===== src/rtl/axil_led_regs_if.sv =====
// rtl/axil_led_regs_if.sv - AXI4-lite bus bundle for the LED register block
interface axil_led_regs_if #(
   parameter int ADDR_WIDTH = 16,
   parameter int DATA_WIDTH = 32
);
   localparam int STRB_WIDTH = DATA_WIDTH / 8;

   logic [ADDR_WIDTH-1:0] awaddr;
   logic [2:0]            awprot;
   logic                  awvalid;
   logic                  awready;
   logic [DATA_WIDTH-1:0] wdata;
   logic [STRB_WIDTH-1:0] wstrb;
   logic                  wvalid;
   logic                  wready;
   logic [1:0]            bresp;
   logic                  bvalid;
   logic                  bready;
   logic [ADDR_WIDTH-1:0] araddr;
   logic [2:0]            arprot;
   logic                  arvalid;
   logic                  arready;
   logic [DATA_WIDTH-1:0] rdata;
   logic [1:0]            rresp;
   logic                  rvalid;
   logic                  rready;

   modport master (
      output awaddr, awprot, awvalid, wdata, wstrb, wvalid, bready,
             araddr, arprot, arvalid, rready,
      input  awready, wready, bresp, bvalid, arready, rdata, rresp, rvalid
   );

   modport slave (
      input  awaddr, awprot, awvalid, wdata, wstrb, wvalid, bready,
             araddr, arprot, arvalid, rready,
      output awready, wready, bresp, bvalid, arready, rdata, rresp, rvalid
   );
endinterface


===== src/rtl/axil_led_regs.sv =====
// rtl/axil_led_regs.sv - AXI4-lite LED register file with blink engine
// Optional macro AXIL_LED_SLVERR_EN: SLVERR on unmapped accesses and RO writes.
module axil_led_regs #(
   parameter int          DATA_WIDTH     = 32,
   parameter int          ADDR_WIDTH     = 16,
   parameter int          STRB_WIDTH     = DATA_WIDTH / 8,
   parameter int          LED_WIDTH      = 8,
   parameter logic [31:0] ID_VALUE       = 32'h4C45_4401,
   parameter logic [31:0] PERIOD_DEFAULT = 32'd50_000_000
) (
   input  logic                 clk,
   input  logic                 rst,
   axil_led_regs_if.slave       s_axil,
   output logic [LED_WIDTH-1:0] led_out
);
   localparam logic [1:0] RESP_OKAY   = 2'b00;
   localparam logic [1:0] RESP_SLVERR = 2'b10;

   logic                  aw_held;
   logic [2:0]            aw_idx_q;
   logic                  w_held;
   logic [DATA_WIDTH-1:0] w_data_q;
   logic [STRB_WIDTH-1:0] w_strb_q;

   logic [1:0]            ctrl;
   logic [LED_WIDTH-1:0]  led;
   logic [31:0]           period;
   logic [31:0]           scratch;
   logic [31:0]           counter;
   logic                  phase;

   logic                  aw_hs, w_hs, ar_hs, wr_go;
   logic [2:0]            wr_idx;
   logic [DATA_WIDTH-1:0] wr_data;
   logic [STRB_WIDTH-1:0] wr_strb;
   logic [DATA_WIDTH-1:0] ctrl_merged, led_merged, period_merged, scratch_merged;
   logic [DATA_WIDTH-1:0] rd_mux;
   logic                  wr_err, rd_err, en_rise, period_wr;
   logic                  unused_bits;

   assign unused_bits = ^{s_axil.awprot, s_axil.arprot,
                          s_axil.awaddr[ADDR_WIDTH-1:5], s_axil.awaddr[1:0],
                          s_axil.araddr[ADDR_WIDTH-1:5], s_axil.araddr[1:0]};

   assign s_axil.awready = !rst && !aw_held && !s_axil.bvalid;
   assign s_axil.wready  = !rst && !w_held && !s_axil.bvalid;
   assign s_axil.arready = !rst && !s_axil.rvalid;

   assign aw_hs = s_axil.awvalid && s_axil.awready;
   assign w_hs  = s_axil.wvalid && s_axil.wready;
   assign ar_hs = s_axil.arvalid && s_axil.arready;

   // A write fires once both halves are present, whether held or arriving now.
   assign wr_go   = (aw_held || aw_hs) && (w_held || w_hs);
   assign wr_idx  = aw_held ? aw_idx_q : s_axil.awaddr[4:2];
   assign wr_data = w_held ? w_data_q : s_axil.wdata;
   assign wr_strb = w_held ? w_strb_q : s_axil.wstrb;

   function automatic logic [DATA_WIDTH-1:0] merge(input logic [DATA_WIDTH-1:0] old,
                                                   input logic [DATA_WIDTH-1:0] data,
                                                   input logic [STRB_WIDTH-1:0] strb);
      logic [DATA_WIDTH-1:0] res;
      res = old;
      for (int i = 0; i < STRB_WIDTH; i++) begin
         if (strb[i]) res[8*i +: 8] = data[8*i +: 8];
      end
      return res;
   endfunction

   always_comb begin
      ctrl_merged    = merge({30'b0, ctrl}, wr_data, wr_strb);
      led_merged     = merge(DATA_WIDTH'(led), wr_data, wr_strb);
      period_merged  = merge(period, wr_data, wr_strb);
      scratch_merged = merge(scratch, wr_data, wr_strb);
   end

   assign en_rise   = wr_go && (wr_idx == 3'd1) && !ctrl[0] && ctrl_merged[0];
   assign period_wr = wr_go && (wr_idx == 3'd3);

`ifdef AXIL_LED_SLVERR_EN
   assign wr_err = (wr_idx == 3'd0) || (wr_idx >= 3'd5);
   assign rd_err = (s_axil.araddr[4:2] >= 3'd6);
`else
   assign wr_err = 1'b0;
   assign rd_err = 1'b0;
`endif

   always_comb begin
      rd_mux = '0;
      case (s_axil.araddr[4:2])
         3'd0:    rd_mux = ID_VALUE;
         3'd1:    rd_mux = {30'b0, ctrl};
         3'd2:    rd_mux = DATA_WIDTH'(led);
         3'd3:    rd_mux = period;
         3'd4:    rd_mux = scratch;
         3'd5:    rd_mux = {31'b0, phase};
         default: rd_mux = '0;
      endcase
   end

   always_ff @(posedge clk) begin
      if (rst) begin
         aw_held       <= 1'b0;
         aw_idx_q      <= '0;
         w_held        <= 1'b0;
         w_data_q      <= '0;
         w_strb_q      <= '0;
         s_axil.bvalid <= 1'b0;
         s_axil.bresp  <= RESP_OKAY;
         ctrl          <= '0;
         led           <= '0;
         period        <= PERIOD_DEFAULT;
         scratch       <= '0;
      end else if (wr_go) begin
         aw_held       <= 1'b0;
         w_held        <= 1'b0;
         s_axil.bvalid <= 1'b1;
         s_axil.bresp  <= wr_err ? RESP_SLVERR : RESP_OKAY;
         case (wr_idx)
            3'd1:    ctrl    <= ctrl_merged[1:0];
            3'd2:    led     <= led_merged[LED_WIDTH-1:0];
            3'd3:    period  <= period_merged;
            3'd4:    scratch <= scratch_merged;
            default: ;
         endcase
      end else begin
         if (aw_hs) begin
            aw_held  <= 1'b1;
            aw_idx_q <= s_axil.awaddr[4:2];
         end
         if (w_hs) begin
            w_held   <= 1'b1;
            w_data_q <= s_axil.wdata;
            w_strb_q <= s_axil.wstrb;
         end
         if (s_axil.bvalid && s_axil.bready) s_axil.bvalid <= 1'b0;
      end
   end

   always_ff @(posedge clk) begin
      if (rst) begin
         s_axil.rvalid <= 1'b0;
         s_axil.rdata  <= '0;
         s_axil.rresp  <= RESP_OKAY;
      end else if (ar_hs) begin
         s_axil.rvalid <= 1'b1;
         s_axil.rdata  <= rd_mux;
         s_axil.rresp  <= rd_err ? RESP_SLVERR : RESP_OKAY;
      end else if (s_axil.rvalid && s_axil.rready) begin
         s_axil.rvalid <= 1'b0;
      end
   end

   // Restarts take priority so a shrinking PERIOD never lets the counter wrap.
   always_ff @(posedge clk) begin
      if (rst || period_wr || en_rise || !ctrl[0] || period == 32'd0) begin
         counter <= '0;
         phase   <= 1'b0;
      end else if (counter == period - 32'd1) begin
         counter <= '0;
         phase   <= !phase;
      end else begin
         counter <= counter + 32'd1;
      end
   end

   always_ff @(posedge clk) begin
      if (rst) led_out <= '0;
      else     led_out <= (phase ? '0 : led) ^ {LED_WIDTH{ctrl[1]}};
   end
endmodule


===== src/flat_wrapper.sv =====
// flat-port wrapper written by rule: the top's interface ports become plain ports
module axil_led_regs_flat 
#(
   parameter int          DATA_WIDTH     = 32,
   parameter int          ADDR_WIDTH     = 16,
   parameter int          STRB_WIDTH     = DATA_WIDTH / 8,
   parameter int          LED_WIDTH      = 8,
   parameter logic [31:0] ID_VALUE       = 32'h4C45_4401,
   parameter logic [31:0] PERIOD_DEFAULT = 32'd50_000_000
)
  (clk, rst, led_out, s_axil_awaddr, s_axil_awprot, s_axil_awvalid, s_axil_wdata, s_axil_wstrb, s_axil_wvalid, s_axil_bready, s_axil_araddr, s_axil_arprot, s_axil_arvalid, s_axil_rready, s_axil_awready, s_axil_wready, s_axil_bresp, s_axil_bvalid, s_axil_arready, s_axil_rdata, s_axil_rresp, s_axil_rvalid);
  axil_led_regs_if #(.ADDR_WIDTH(ADDR_WIDTH), .DATA_WIDTH(DATA_WIDTH)) s_axil_i ();
  input  logic clk;
  input  logic rst;
  output logic [LED_WIDTH-1:0] led_out;
  input wire logic [$bits(s_axil_i.awaddr)-1:0] s_axil_awaddr;
  input wire logic [$bits(s_axil_i.awprot)-1:0] s_axil_awprot;
  input wire logic [$bits(s_axil_i.awvalid)-1:0] s_axil_awvalid;
  input wire logic [$bits(s_axil_i.wdata)-1:0] s_axil_wdata;
  input wire logic [$bits(s_axil_i.wstrb)-1:0] s_axil_wstrb;
  input wire logic [$bits(s_axil_i.wvalid)-1:0] s_axil_wvalid;
  input wire logic [$bits(s_axil_i.bready)-1:0] s_axil_bready;
  input wire logic [$bits(s_axil_i.araddr)-1:0] s_axil_araddr;
  input wire logic [$bits(s_axil_i.arprot)-1:0] s_axil_arprot;
  input wire logic [$bits(s_axil_i.arvalid)-1:0] s_axil_arvalid;
  input wire logic [$bits(s_axil_i.rready)-1:0] s_axil_rready;
  output wire logic [$bits(s_axil_i.awready)-1:0] s_axil_awready;
  output wire logic [$bits(s_axil_i.wready)-1:0] s_axil_wready;
  output wire logic [$bits(s_axil_i.bresp)-1:0] s_axil_bresp;
  output wire logic [$bits(s_axil_i.bvalid)-1:0] s_axil_bvalid;
  output wire logic [$bits(s_axil_i.arready)-1:0] s_axil_arready;
  output wire logic [$bits(s_axil_i.rdata)-1:0] s_axil_rdata;
  output wire logic [$bits(s_axil_i.rresp)-1:0] s_axil_rresp;
  output wire logic [$bits(s_axil_i.rvalid)-1:0] s_axil_rvalid;
  assign s_axil_i.awaddr = s_axil_awaddr;
  assign s_axil_i.awprot = s_axil_awprot;
  assign s_axil_i.awvalid = s_axil_awvalid;
  assign s_axil_i.wdata = s_axil_wdata;
  assign s_axil_i.wstrb = s_axil_wstrb;
  assign s_axil_i.wvalid = s_axil_wvalid;
  assign s_axil_i.bready = s_axil_bready;
  assign s_axil_i.araddr = s_axil_araddr;
  assign s_axil_i.arprot = s_axil_arprot;
  assign s_axil_i.arvalid = s_axil_arvalid;
  assign s_axil_i.rready = s_axil_rready;
  assign s_axil_awready = s_axil_i.awready;
  assign s_axil_wready = s_axil_i.wready;
  assign s_axil_bresp = s_axil_i.bresp;
  assign s_axil_bvalid = s_axil_i.bvalid;
  assign s_axil_arready = s_axil_i.arready;
  assign s_axil_rdata = s_axil_i.rdata;
  assign s_axil_rresp = s_axil_i.rresp;
  assign s_axil_rvalid = s_axil_i.rvalid;
  axil_led_regs #(.DATA_WIDTH(DATA_WIDTH), .ADDR_WIDTH(ADDR_WIDTH), .STRB_WIDTH(STRB_WIDTH), .LED_WIDTH(LED_WIDTH), .ID_VALUE(ID_VALUE), .PERIOD_DEFAULT(PERIOD_DEFAULT)) u_core (.clk(clk), .rst(rst), .s_axil(s_axil_i), .led_out(led_out));
endmodule

===== config.mk =====
export PLATFORM = sky130hd
export DESIGN_NAME = axil_led_regs_flat
export DESIGN_NICKNAME = d
export VERILOG_FILES = /design/src/rtl/axil_led_regs_if.sv /design/src/rtl/axil_led_regs.sv /design/src/flat_wrapper.sv
export SDC_FILE = /design/constraint.sdc
export NUM_CORES = 1
export LEC_CHECK = 0
export ABC_CLOCK_PERIOD_IN_PS = 7900
export BUFFER_PORTS_ARGS = -buffer_cell sky130_fd_sc_hd__buf_2
export CAP_MARGIN = 30
export CORE_MARGIN = 4
export CORE_UTILIZATION = 55
export CTS_CLUSTER_DIAMETER = 80
export DETAILED_ROUTE_END_ITERATION = 8
export PLACE_DENSITY = 0.77
export SLEW_MARGIN = 30
export SYNTH_ARGS = -nofsm -noshare
export SYNTH_HDL_FRONTEND = slang
export SYNTH_SLANG_ARGS = --single-unit

===== constraint.sdc =====
create_clock -name clk -period 7.9 [get_ports clk]
set_clock_uncertainty 0.05 [all_clocks]
set_input_delay 0.395 -clock clk [delete_from_list [all_inputs] [get_ports clk]]
set_output_delay 0.395 -clock clk [all_outputs]
set_load 0.01 [all_outputs]

==> results.json <==
{
  "setup-violations-final": 0,
  "die-area_um2": 18440,
  "postCtsSetupBuffers": 0,
  "drv_slew": 0,
  "clk_latency_ps": 430,
  "antenna_found_initial": 0,
  "p_leak_nw": 3.524,
  "synth_top_area_frac": 0.4234,
  "hold_buffers": 0,
  "grt_first_pass_wirelength_um": 36070,
  "slew_headroom": 0.4798,
  "netlist_top_cells_count": "190 x dfxtp_1, 168 x nor2_1, 103 x nand2_1",
  "die_h_um": 135.8,
  "wire_per_inst_um": 16.35,
  "core-area_um2": 15940,
  "firstDrtPassIters": 5,
  "cts_resized": 0,
  "finalPower_mw": 2.041,
  "htreeDepth": 4,
  "diodes": 0,
  "yosysMostFrequentCell": "dfxtp_1",
  "ys_types": 61,
  "hold_class": "in -> reg",
  "grt_pass1_vias": 7277,
  "fin_crit_ps": 3665,
  "synthFlopType": "dfxtp_1",
  "synth_seq_cells": 190,
  "cts_num_sinks": 190,
  "grt_usage": 0.2415,
  "num_vias": 7739,
  "drtAntennaViolNets": 0,
  "start_util": 0.5635,
  "crit_required_ps": 8170,
  "async_flop_share": 0,
  "fmax_ghz": 0.2729,
  "yosysTopAreaCell": "dfxtp_1",
  "drc": 0,
  "drtIter0Drc": 554,
  "rsz0062_at_grt": "false",
  "cap_viol_max_count": 0,
  "cp_max_fo": 33,
  "synthAdderAreaFrac": 0.002786,
  "cp-end-kind": "flop",
  "gp_congestion": 0.8836,
  "synth_top_family_by_area": "simple AND/OR/NAND/NOR gates",
  "synth_edf_count": 0,
  "clk_pin_slew_ps": 70,
  "dieWidth_um": 135.8,
  "syn_area_um2": 8984,
  "final_nets": 1199,
  "synth_warnings": 0,
  "crit_arrival_ps": 3930,
  "cp-start-kind": "flop",
  "hold-worst-slack_ps": 98.61,
  "syn_inst": 1077,
  "status": "complete, no violations",
  "timing.final.hold_violations": 0,
  "hpwl_um": 14970,
  "layout-drive-gt1-share": 0.1399,
  "cts_made_buffers": 17,
  "synth-xor-area-share": 0.07897,
  "worstMarginPinSlew_ps": 780.4,
  "clock_path_buffers": 2,
  "root_buffer": "clkbuf_16",
  "grt_max_degree": 107,
  "routed_wl_um": 21990,
  "synth-simple-area-share": 0.2266,
  "portBuffers": 93,
  "syn_to_final_growth_pct": 12.24,
  "worstSetupPathType": "reg -> reg",
  "ir_drop_mv": 0.1630,
  "power_density_nw_per_um2": 202.4,
  "viasPerCell": 5.754,
  "avgSynthCellArea_um2": 8.341,
  "row_count": 46,
  "fin_setup_tns_ps": 0,
  "num_io_pins": 130,
  "synth_area_leaders": "dfxtp_1 42%, nor2_1 7.0%, a211oi_1 6.3%, mux2i_1 5.6%, xnor2_1 5.1%",
  "synth_compound_area_frac": 0.1653,
  "period_share": 0.4639,
  "cts_tree": "built",
  "overflow": 0,
  "muxShareOfSynthArea": 0.06072,
  "r2r_slack_ps": 4240,
  "yosysSeqAreaShare": 0.4234
}
==> path summary, 6_finish.rpt <==
| path | depth (start not counted) | start | end |
|---|---|---|---|
| min | 2 | s_axil_rready | u_core.s_axil.rvalid$_SDFFE_PP0P_ |
| max reg2reg | 10 | u_core.period[0]$_SDFFE_PP0P_ | u_core.phase$_SDFFE_PP0N_ |
| min reg2reg | 2 | u_core.w_data_q[16]$_SDFFE_PP0P_ | u_core.w_data_q[16]$_SDFFE_PP0P_ |
| max | 10 | u_core.period[0]$_SDFFE_PP0P_ | u_core.phase$_SDFFE_PP0N_ |
==> flip-flops by register name, indices dropped and copies added (netlist names), 2 cells and up <==
name / flops
u_core.counter: 32
u_core.period: 32
u_core.s_axil.rdata: 32
u_core.scratch: 32
u_core.w_data_q: 32
u_core.led: 8
u_core.led_out: 8
u_core.w_strb_q: 4
u_core.aw_idx_q: 3
u_core.ctrl: 2
==> through the flow <==
step	area [um^2]	util	setup WS, ps	cells
detailed placement	9464	0.5936	4432	1313
floorplan	8995	-	5002	1080
CTS	10070	0.6315	4270	1345
global placement	9454	0.5930	4474	1313
global route	10080	0.6325	3970	1345
finish	10080	0.6325	4235	1345
==> worst max-delay path, stage by stage (launching register included) <==
cell and delay [ps]:
dfxtp_1 390, inv_1 90, ha_1 280, or4b_4 540
nor2_1 440, a31oi_1 160, nor4b_1 340, nand4_1 200
nor4_4 310, buf_4 380, mux2_1 360
==> power by group <==
part,switching [mW],internal [mW]
clock network,0.373,0.509
logic,0.103,0.0605
registers,0.0158,0.979
==> logic make-up (layout without fill, tap and decap cells) <==
logic type | count (synthesis) | count (layout)
flip-flops | 190 | 190
adder cells (fa/ha/maj) | 2 | 2
XOR/XNOR | 81 | 81
AO/OA/AOI/OAI | 224 | 224
multiplexers | 54 | 54
AND/OR/NAND/NOR | 431 | 431
buffers and inverters | 94 | 143
other | 1 | 4
==> layout by cell type (no fill, tap or decap), types with 8 or more instances in the layout <==
cell type and n:
a211o_1 10, a211oi_1 75, a21oi_1 71, a22oi_1 16, and3_1 10, buf_2 92
clkbuf_16 17, dfxtp_1 189, inv_1 11, mux2i_1 50, nand2_1 103, nand3_1 20
nand4_1 14, nor2_1 160, nor2_2 8, nor2b_1 10, nor3_1 46, o211ai_1 12
o21ai_0 17, xnor2_1 52, xor2_1 29
==> per-layer routing <==
layer	global-route usage	up-vias	share of wire	wire length (um)
met1	0.3042	3665	0.44	9635
met2	0.4253	175	0.51	11140
met5	0	-	0	0
li1	-	3869	-	-
met4	0.06663	0	0.018	403
met3	0.04309	30	0.037	812
==> layout make-up <==
cell class	instances	area, um^2
clock buffers	20	446.7
clock inverters	12	157.7
fillers	1399	5859
inverters	11	41.29
multi-input cells	796	4838
flip-flops and latches	190	3805
well taps	216	270.3
repair buffers	100	524.3
Note: power is estimated with default switching activity, not from simulation.
